<file path="src/rtl/power_alu.sv">
`default_nettype none
// ============================================================================
// Module      : power_alu
// Description : Single-cycle registered signed ALU with an internal
//               accumulator. Each clock applies one of 16 opcodes to operand
//               a and the accumulator b, writes the result back into b, and
//               registers zero/neg/ovf status flags alongside it.
//               Optional macro POWER_ALU_SAT_EN: INC/ADD/SUB/DEC saturate
//               instead of wrapping.
// Revision    : 1.0 - initial release
// ============================================================================
module power_alu #(
  parameter int WIDTH = 8
) (
  input  logic             clk,
  input  logic             rst,
  input  logic [3:0]       opcode,
  input  logic [WIDTH-1:0] a,
  output logic [WIDTH-1:0] b,
  output logic             zero,
  output logic             neg,
  output logic             ovf
);

  localparam logic [3:0] c_op_transfer = 4'b0000;
  localparam logic [3:0] c_op_inc      = 4'b0001;
  localparam logic [3:0] c_op_add      = 4'b0010;
  localparam logic [3:0] c_op_sub      = 4'b0011;
  localparam logic [3:0] c_op_dec      = 4'b0100;
  localparam logic [3:0] c_op_ones     = 4'b0101;
  localparam logic [3:0] c_op_and      = 4'b0110;
  localparam logic [3:0] c_op_nand     = 4'b0111;
  localparam logic [3:0] c_op_or       = 4'b1000;
  localparam logic [3:0] c_op_nor      = 4'b1001;
  localparam logic [3:0] c_op_xor      = 4'b1010;
  localparam logic [3:0] c_op_xnor     = 4'b1011;
  localparam logic [3:0] c_op_gt       = 4'b1100;
  localparam logic [3:0] c_op_lt       = 4'b1101;
  localparam logic [3:0] c_op_eq       = 4'b1110;
  localparam logic [3:0] c_op_lnot     = 4'b1111;

  localparam logic [WIDTH:0]   c_one_ext = {{WIDTH{1'b0}}, 1'b1};
  localparam logic [WIDTH-1:0] c_zero    = '0;
  localparam logic [WIDTH-1:0] c_pad     = '0;

  logic [WIDTH-1:0] r_b;
  logic             r_zero;
  logic             r_neg;
  logic             r_ovf;

  // Sign-extended operands: one extra bit holds any true INC/ADD/SUB/DEC result.
  logic [WIDTH:0]   w_a_ext;
  logic [WIDTH:0]   w_b_ext;
  logic [WIDTH:0]   w_sum;
  logic             w_arith;
  logic             w_ovf;
  logic [WIDTH-1:0] w_arith_res;
  logic [WIDTH-1:0] w_res;
  logic             w_gt;
  logic             w_lt;

  assign w_a_ext = {a[WIDTH-1], a};
  assign w_b_ext = {r_b[WIDTH-1], r_b};
  assign w_gt    = $signed(a) > $signed(r_b);
  assign w_lt    = $signed(a) < $signed(r_b);

  // Select the extended-precision arithmetic result for the current opcode.
  always_comb begin
    w_sum   = '0;
    w_arith = 1'b0;
    case (opcode)
      c_op_inc: begin w_sum = w_a_ext + c_one_ext; w_arith = 1'b1; end
      c_op_add: begin w_sum = w_a_ext + w_b_ext;   w_arith = 1'b1; end
      c_op_sub: begin w_sum = w_a_ext - w_b_ext;   w_arith = 1'b1; end
      c_op_dec: begin w_sum = w_a_ext - c_one_ext; w_arith = 1'b1; end
      default:  begin w_sum = '0;                  w_arith = 1'b0; end
    endcase
  end

  // Top two bits of the extended sum disagree exactly when the result does not fit.
  assign w_ovf = w_arith & (w_sum[WIDTH] ^ w_sum[WIDTH-1]);

`ifdef POWER_ALU_SAT_EN
  // Clamp toward the side the true result went: sign bit of the extended sum.
  always_comb begin
    w_arith_res = w_sum[WIDTH-1:0];
    if (w_ovf) begin
      w_arith_res = w_sum[WIDTH] ? {1'b1, {(WIDTH-1){1'b0}}}
                                 : {1'b0, {(WIDTH-1){1'b1}}};
    end
  end
`else
  // Wrap-around: simply drop the extension bit.
  always_comb begin
    w_arith_res = w_sum[WIDTH-1:0];
  end
`endif

  // Full opcode decode into the next accumulator value.
  always_comb begin
    w_res = a;
    case (opcode)
      c_op_transfer: w_res = a;
      c_op_inc,
      c_op_add,
      c_op_sub,
      c_op_dec:      w_res = w_arith_res;
      c_op_ones:     w_res = ~a;
      c_op_and:      w_res = a & r_b;
      c_op_nand:     w_res = ~(a & r_b);
      c_op_or:       w_res = a | r_b;
      c_op_nor:      w_res = ~(a | r_b);
      c_op_xor:      w_res = a ^ r_b;
      c_op_xnor:     w_res = ~(a ^ r_b);
      c_op_gt:       w_res = {c_pad[WIDTH-2:0], w_gt};
      c_op_lt:       w_res = {c_pad[WIDTH-2:0], w_lt};
      c_op_eq:       w_res = {c_pad[WIDTH-2:0], (a == r_b)};
      c_op_lnot:     w_res = {c_pad[WIDTH-2:0], (a == c_zero)};
      default:       w_res = a;
    endcase
  end

  // Accumulator and flags update together; reset wins over any opcode.
  always_ff @(posedge clk) begin
    if (rst) begin
      r_b    <= '0;
      r_zero <= 1'b1;
      r_neg  <= 1'b0;
      r_ovf  <= 1'b0;
    end else begin
      r_b    <= w_res;
      r_zero <= (w_res == c_zero);
      r_neg  <= w_res[WIDTH-1];
      r_ovf  <= w_ovf;
    end
  end

  assign b    = r_b;
  assign zero = r_zero;
  assign neg  = r_neg;
  assign ovf  = r_ovf;

endmodule
`default_nettype wire

</file>
<file path="config.mk">
export PLATFORM = sky130hd
export DESIGN_NAME = power_alu
export DESIGN_NICKNAME = d
export VERILOG_FILES = /design/src/rtl/power_alu.sv
export SDC_FILE = /design/constraint.sdc
export NUM_CORES = 1
export LEC_CHECK = 0
export BUFFER_PORTS_ARGS = -buffer_cell sky130_fd_sc_hd__buf_4
export CAP_MARGIN = 20
export CELL_PAD_IN_SITES_DETAIL_PLACEMENT = 2
export CELL_PAD_IN_SITES_GLOBAL_PLACEMENT = 2
export CORE_UTILIZATION = 37
export DETAILED_ROUTE_END_ITERATION = 10
export PLACE_DENSITY = 0.95
export SLEW_MARGIN = 0
export SYNTH_ARGS = -nofsm -noshare
export SYNTH_HDL_FRONTEND = slang
export SYNTH_SLANG_ARGS = --single-unit
</file>
<file path="constraint.sdc">
create_clock -name clk -period 7.3 [get_ports clk]
set_input_delay 1.46 -clock clk [delete_from_list [all_inputs] [get_ports clk]]
set_output_delay 1.46 -clock clk [all_outputs]
set_load 0.01 [all_outputs]
</file>
==> impl_results.md, run 1 <==
- Outcome: completed
- Crit end category: flip-flop
- List of most frequent post-synthesis cells: ha_1, nor2_1, inv_1
- RSZ-0062 raised after global routing: false
- Vias per std cell: about 6.6
- Power per cell area: around 140 mW/mm²
- Reg area: 200 µm²
- Initial core utilization: 38.6%
- Height of the die: 83.6 µm
- Vias in the first global route: around 2900
- Leading area contributor after synthesis: ha_1
- Synth warn: 0
- Fillcell total: 769
- Worst-case clock skew: roughly 0.011 ns
- Reg clk slew, reported paths: around 0.060 ns
- Worst VDD drop: 79.7 µV
- Final setup fails: 0
- Post-CTS setup buffers: 0
- Static Leak: 1.08 nW
- Die width: ~84 µm
- Area contributors post-synth: ha_1, dfxtp_1, xnor2_1
- Multi-input gate area: 0.00205 mm²
- Non-filler instance count after layout: 426
- Netlist Area Pre-Place: 0.00246 mm²
- Top-count cell post-synth: ha_1
- Post-synth EDFFs: 0
- Max-cap violations: 0
- Adder-Cell Fraction of Synth Area: between 15 and 20%
- Crit path cell chain: buf_4 > nor2_1 > nand2_1 > a21oi_1 > ha_1 > nor2b_1 > o2111ai_1 > nand3_1 > nand3_1 > or3b_1 > a211o_1 > a2111oi_2
- Ys flop type: dfxtp_1
- Placed instance count: roughly 420
- Dpl hpwl: 8.42 mm
- Tot GR Track Use: a little under a third
- Synth cell types: 65
- # port buffers: 24
- CTS tree: yes
- Ant diodes: 0
- Area of the core: 0.00639 mm²
- Final Max Slew Viols: 0
- CP startpoint kind: input pin
- CP max stage delay: 0.50 ns
- CP bufs+invs: 1
- Post-Synth Simple-Gate Area: between 20% and 30%
- Final hold violation count: 0
- ANT nets after route: 0
- First-pass GRT wire length: about 17 mm
- Boundary pin count: 25
- Share of cells above drive strength 1: ~11%
- Period minus WS final: 4.98 ns
- Final net count: 401
- Total number of vias: about 2800
- F_max: 0.201 GHz
- Largest family of logic cells by synthesized area: compound AO/OA/AOI/OAI gates
- Syn nets: between 300 and 400
- Post-Syn Area per Cell: roughly 7.1 µm²
- Least-Margin Pin Slew: 1.08 ns
- DRT Wirelength: roughly 11 mm
- Worst min-delay path class: flip-flop to flip-flop
- Initial antenna violation count: 0
- Max clock buf depth: 2
- FFs w/ async S/R, synth: 0%
- Area delta synth->final: 8.07%
- Resized Gates After CTS: 0
- CP max FO: 44
- CTS sink count: 10
- Final Wtd Congestion: between 0.9 and 1
- Yosys reg bits: 10
- Compound-Gate Fraction of Synth Area: between 20 and 30%
- H-Tree Depth: 1
- Site Rows: 29
- WS Path Type: input pin to flip-flop
- CTS Hold Buffers Added: 0
- Most used cell, CP: nand3_1
- DR pass1 iterations: 4
- DRT iter0 DRCs: just under 200
- Worst path arrival time: slightly above 5 ns
- CP Data Required Time: roughly 7.4 ns
- WL/cell: between 20 and 30 µm
- Fin crit share: between 60% and 70%
- CP delay by family, top: simple AND/OR/NAND/NOR gates
- Setup tns final: 0 ns
- Register area share after synthesis: under 10%
- Congestion Overflow GR: 0
- Die Footprint: approximately 0.007 mm²
- DRC violations left: 0
- Post-synthesis mux area share: roughly 2.1%
- Slowest CP cell: a2111oi_2
- Total CTS buffers: 3
- XOR/XNOR Fraction of Synth Area: 5.69%
- Worst slew margin: around 27%
- Top cell type's share of synthesized area: between 10% and 20%
- Synthesized instance count: 346
- Root buf cell: clkbuf_8
- Largest net degree at the start of global routing: 45
- Worst-Skew Late Latency: around 0.24 ns
-- cell type report --
cell class              count  area share (%)
multi-input cells         286            76.9
clock buffers               3            1.55
inverters                  26            3.66
well taps                  77            3.62
flip-flops and latches     10            7.52
repair buffers             24            6.76
-- tightest hold or removal path: cells and delay by family (launching register included) --
kind / cells / cell delay (ns)
adder cells (fa/ha/maj): 1 / 0.22
AO/OA/AOI/OAI: 2 / 0.22
AND/OR/NAND/NOR: 1 / 0.11
XOR/XNOR: 1 / 0.13
flip-flops: 1 / 0.37
-- report_power, final --
part	leakage, nW	internal [W]	switching, W
sequential	0.0828	0.0000606	0.00000851
clock	0.0216	0.0000363	0.0000243
combinational	0.972	0.0000890	0.000148
-- cells in the final DEF, fill, tap and decap left out, types with 7 or more instances in the layout --
master	instances
ha_1	34
nor2_1	27
inv_1	26
buf_4	24
a21oi_1	23
nand2_1	20
nor3_1	16
xnor2_1	15
nand3_1	13
o21ai_0	13
nor2b_1	12
dfxtp_1	10
a31oi_1	8
o22ai_1	7
-- state kept, by name, summed over array words and instances, names as in the netlist --
signal,count
b,8
ovf,1
zero,1
-- worst paths after layout --
| kind | slack [ns] | end | cells after the start | start |
|---|---|---|---|---|
| max | 2.32 | ovf$_SDFF_PP0_ | 12 | opcode[1] |
| min | 1.11 | b[7]$_SDFF_PP0_ | 5 | b[7]$_SDFF_PP0_ |
| max reg2reg | 3.18 | ovf$_SDFF_PP0_ | 11 | b[2]$_SDFF_PP0_ |
| min reg2reg | 1.11 | b[7]$_SDFF_PP0_ | 5 | b[7]$_SDFF_PP0_ |
-- routing by layer --
layer	track usage, %	share of wire (%)
met1	38.7	41
met2	53.5	48
met3	5.04	7.0
met4	10.6	3.9
met5	0	0
-- cells by family (layout without fill, tap and decap cells) --
group           after synthesis  in the layout
compound gates              103            103
simple gates                125            125
flops                        10             10
mux                           5              5
buf+inv                      50             53
xor+xnor                     16             16
fa+ha+maj                    37             37
-- metrics by stage --
stage	util, %	setup WS [ns]	power (W)	cell area (µm²)	hold slack, ns
floorplan	-	3.04	0.000222	2460	0.955
global placement	41.1	2.67	0.000289	2620	1.10
detailed placement	41.1	2.32	0.000300	2620	1.10
CTS	41.7	2.41	0.000364	2660	1.12
global route	41.7	2.11	0.000389	2660	1.19
finish	41.7	2.32	0.000366	2660	1.11
No activity file was read; power rests on OpenSTA's default activity.
==> run 2: changes to the inputs <==
CORE_UTILIZATION = 35   (was 37)
PLACE_DENSITY = 0.91   (was 0.95)
clock period = 4.95 ns   (was 7.3 ns; I/O delays follow)
==> run 2 against run 1 <==
- first-iteration DRC count decreased by 6.6%
- setup slack worse by 1.7 ns
- register-to-register slack worse by 2.3 ns
- die area up 5.6%
- core utilization down 1.5 points
- largest cell class unchanged
==> impl_results.md, run 2 (synthesis gave the netlist of run 1 again) <==
- Met3 wire len: 473 µm (-37%)
- CP bufs+invs: 1 (unchanged)
- Post-CTS setup buffers: 0 (unchanged)
- Area of the core: 0.00679 mm² (+6.4%)
- # port buffers: 24 (unchanged)
- Hold depth: 2 (-3)
- Height of the die: 85.9 µm (+2.8%)
- Final hold violation count: 0 (unchanged)
- Area delta synth->final: 10.8%
- Final setup fails: 0 (unchanged)
- Commonest non-fill, non-tap cell in the layout: ha_1
- Final Max Slew Viols: 0 (unchanged)
- DRC violations left: 0 (unchanged)
- Worst-Skew Late Latency: 0.26 ns (+0.02 ns)
- Total number of vias: 2826 (+0.25%)
- Share of total power in sequential cells: 18.3% (-0.6 points)
- Max reg flops: 8 (unchanged)
- Internal: 0.000293 W (+58%)
- Reg2reg path depth: 11 (unchanged)
- DRT iter0 DRCs: 185 (-6.6%)
- Vias per std cell: 6.28 (-5.1%)
- CP max stage delay: 0.53 ns (+0.03 ns)
- Slowest CP cell: a311oi_1
- Comb pwr share: 61.2% (-3.4 points)
- Place WS: 0.597 ns (-1.72 ns)
- WS Path Type: input pin to flip-flop
- CP startpoint kind: input pin
- DRT Wirelength: 10.9 mm (+1.9%)
- ANT nets after route: 0 (unchanged)
- Crit end category: flip-flop
- CTS Hold Buffers Added: 0 (unchanged)
- Period minus WS final: between 4 and 5 ns
- Site Rows: 30 (+3.4%)
- Power per cell area: 208 mW/mm² (+51%)
- Die width: 85.9 µm (+2.8%)
- DR pass1 iterations: 4 (unchanged)
- Setup tns final: 0 ns (unchanged)
- Worst min-delay path class: input pin to flip-flop
- Final net count: 405 (+1.0%)
- Share of cells above drive strength 1: 12.4% (+1.3 points)
- CP delay by family, top: simple AND/OR/NAND/NOR gates
- Least-Margin Pin Slew: 0.893 ns (-0.186 ns)
- CTS sink count: 10 (unchanged)
- Vias in the first global route: 2928 (-0.24%)
- Resized Gates After CTS: 0 (unchanged)
- Largest net degree at the start of global routing: 38 (-16%)
- Outcome: completed
- Fin crit share: between 80% and 90%
- Worst VDD drop: 89.4 µV (+12%)
- CP Data Required Time: 5.08 ns (-2.32 ns)
- Worst-case clock skew: 0.0127 ns (+0.00175 ns)
- Initial core utilization: 36.3% (-2.3 points)
- Worst path arrival time: 4.46 ns (-0.62 ns)
- F_max: approximately 0.23 GHz
- Max-cap violations: 0 (unchanged)
- Crit path cell chain: buf_4 > xnor2_1 > or3_1 > a21oi_1 > ha_1 > and2_1 > o21ai_0 > nand3_1 > nand3_1 > or3b_1 > a311oi_1 > nor3_1
- First-pass GRT wire length: 16.8 mm (-0.12%)
- Boundary pin count: 25 (unchanged)
- Final Wtd Congestion: 0.970 (+2.3%)
- CP max FO: 33 (-25%)
- CTS tree: yes
- Worst reg-to-reg setup slack: 0.89 ns (-2.29 ns)
- Congestion Overflow GR: 0 (unchanged)
- Clk pwr share: 20.5% (+4.0 points)
- Switching Share: 48.4% (-0.84 points)
- Dpl hpwl: 8.23 mm (-2.3%)
- WL/cell: 24.2 µm (-3.6%)
- Worst slew margin: 40.0% (+13 points)
- Top routing layer used: met4
- Setup ws final: 0.618 ns (-1.70 ns)
- H-Tree Depth: 1 (unchanged)
- Total CTS buffers: 3 (unchanged)
- Most used cell, CP: nand3_1
- Switching pwr: 0.000275 W (+52%)
- Stages on worst setup path: 12 (unchanged)
- Initial antenna violation count: 0 (unchanged)
- Reg clk slew, reported paths: 0.07 ns (about the same)
- WL met1: 4.76 mm (+8.0%)
- Static Leak: 1.10 nW (+2.5%)
- Ant diodes: 0 (unchanged)
- Commonest cells after routing, fill and taps aside: ha_1, buf_4, nor2_1
- RSZ-0062 raised after global routing: false
- Max clock buf depth: 2 (unchanged)
- Die Footprint: 0.00738 mm² (+5.6%)
- Tot GR Track Use: 30.4% (-0.59 points)
- Met2 routed WL: 5.16 mm (+0.57%)
- Root buf cell: clkbuf_8
## run 2: stage by stage
stage	cells	instance area, µm²	hold WS, ns	power, W	util (%)
final	450	2730	1.03	0.000567	40.2
after global routing	450	2730	1.04	0.000600	40.2
after CTS	450	2730	1.01	0.000564	40.2
after detailed placement	446	2680	1.14	0.000441	39.4
after global placement	446	2680	1.10	0.000425	39.4
after floorplan	346	2460	0.955	0.000328	-
## run 2: power by group through the flow
stage | clock network (W) | registers [W] | logic (W)
floorplan | 0 | 0.000104 | 0.000224
global placement | 0 | 0.000103 | 0.000321
detailed placement | 0 | 0.000104 | 0.000336
CTS | 0.000117 | 0.000103 | 0.000343
global route | 0.000121 | 0.000105 | 0.000374
finish | 0.000116 | 0.000104 | 0.000348
## run 2: worst register-to-register path, cell delays in order (launching register included)
cell and delay, ns:
dfxtp_1 0.39, nor4_1 0.81, nor2_1 0.17, a21oi_1 0.32
ha_1 0.37, and2_1 0.20, o21ai_0 0.37, nand3_1 0.17
nand3_1 0.11, or3b_1 0.41, a311oi_1 0.53, nor3_1 0.10
## run 2: layout make-up
cell class / count / area (µm²)
fill: 799 / 4060
multi-input combinational: 286 / 2050
timing repair buffer: 28 / 210
sequential: 10 / 200
tap: 96 / 120
inverter: 26 / 97.6
clock buffer: 4 / 55.1
## run 2: worst paths after layout
check,end,startpoint
setup / recovery,zero$_SDFF_PP1_,opcode[2]
hold reg to reg,b[7]$_SDFF_PP0_,b[7]$_SDFF_PP0_
setup reg to reg,zero$_SDFF_PP1_,b[2]$_SDFF_PP0_
hold / removal,b[1]$_SDFF_PP0_,rst
## run 2: routing by layer
layer | vias up | global-route usage (%)
li1 | 1293 | -
met1 | 1414 | 38.2
met2 | 87 | 51.7
met3 | 32 | 3.37
met4 | 0 | 14.1
met5 | - | 0
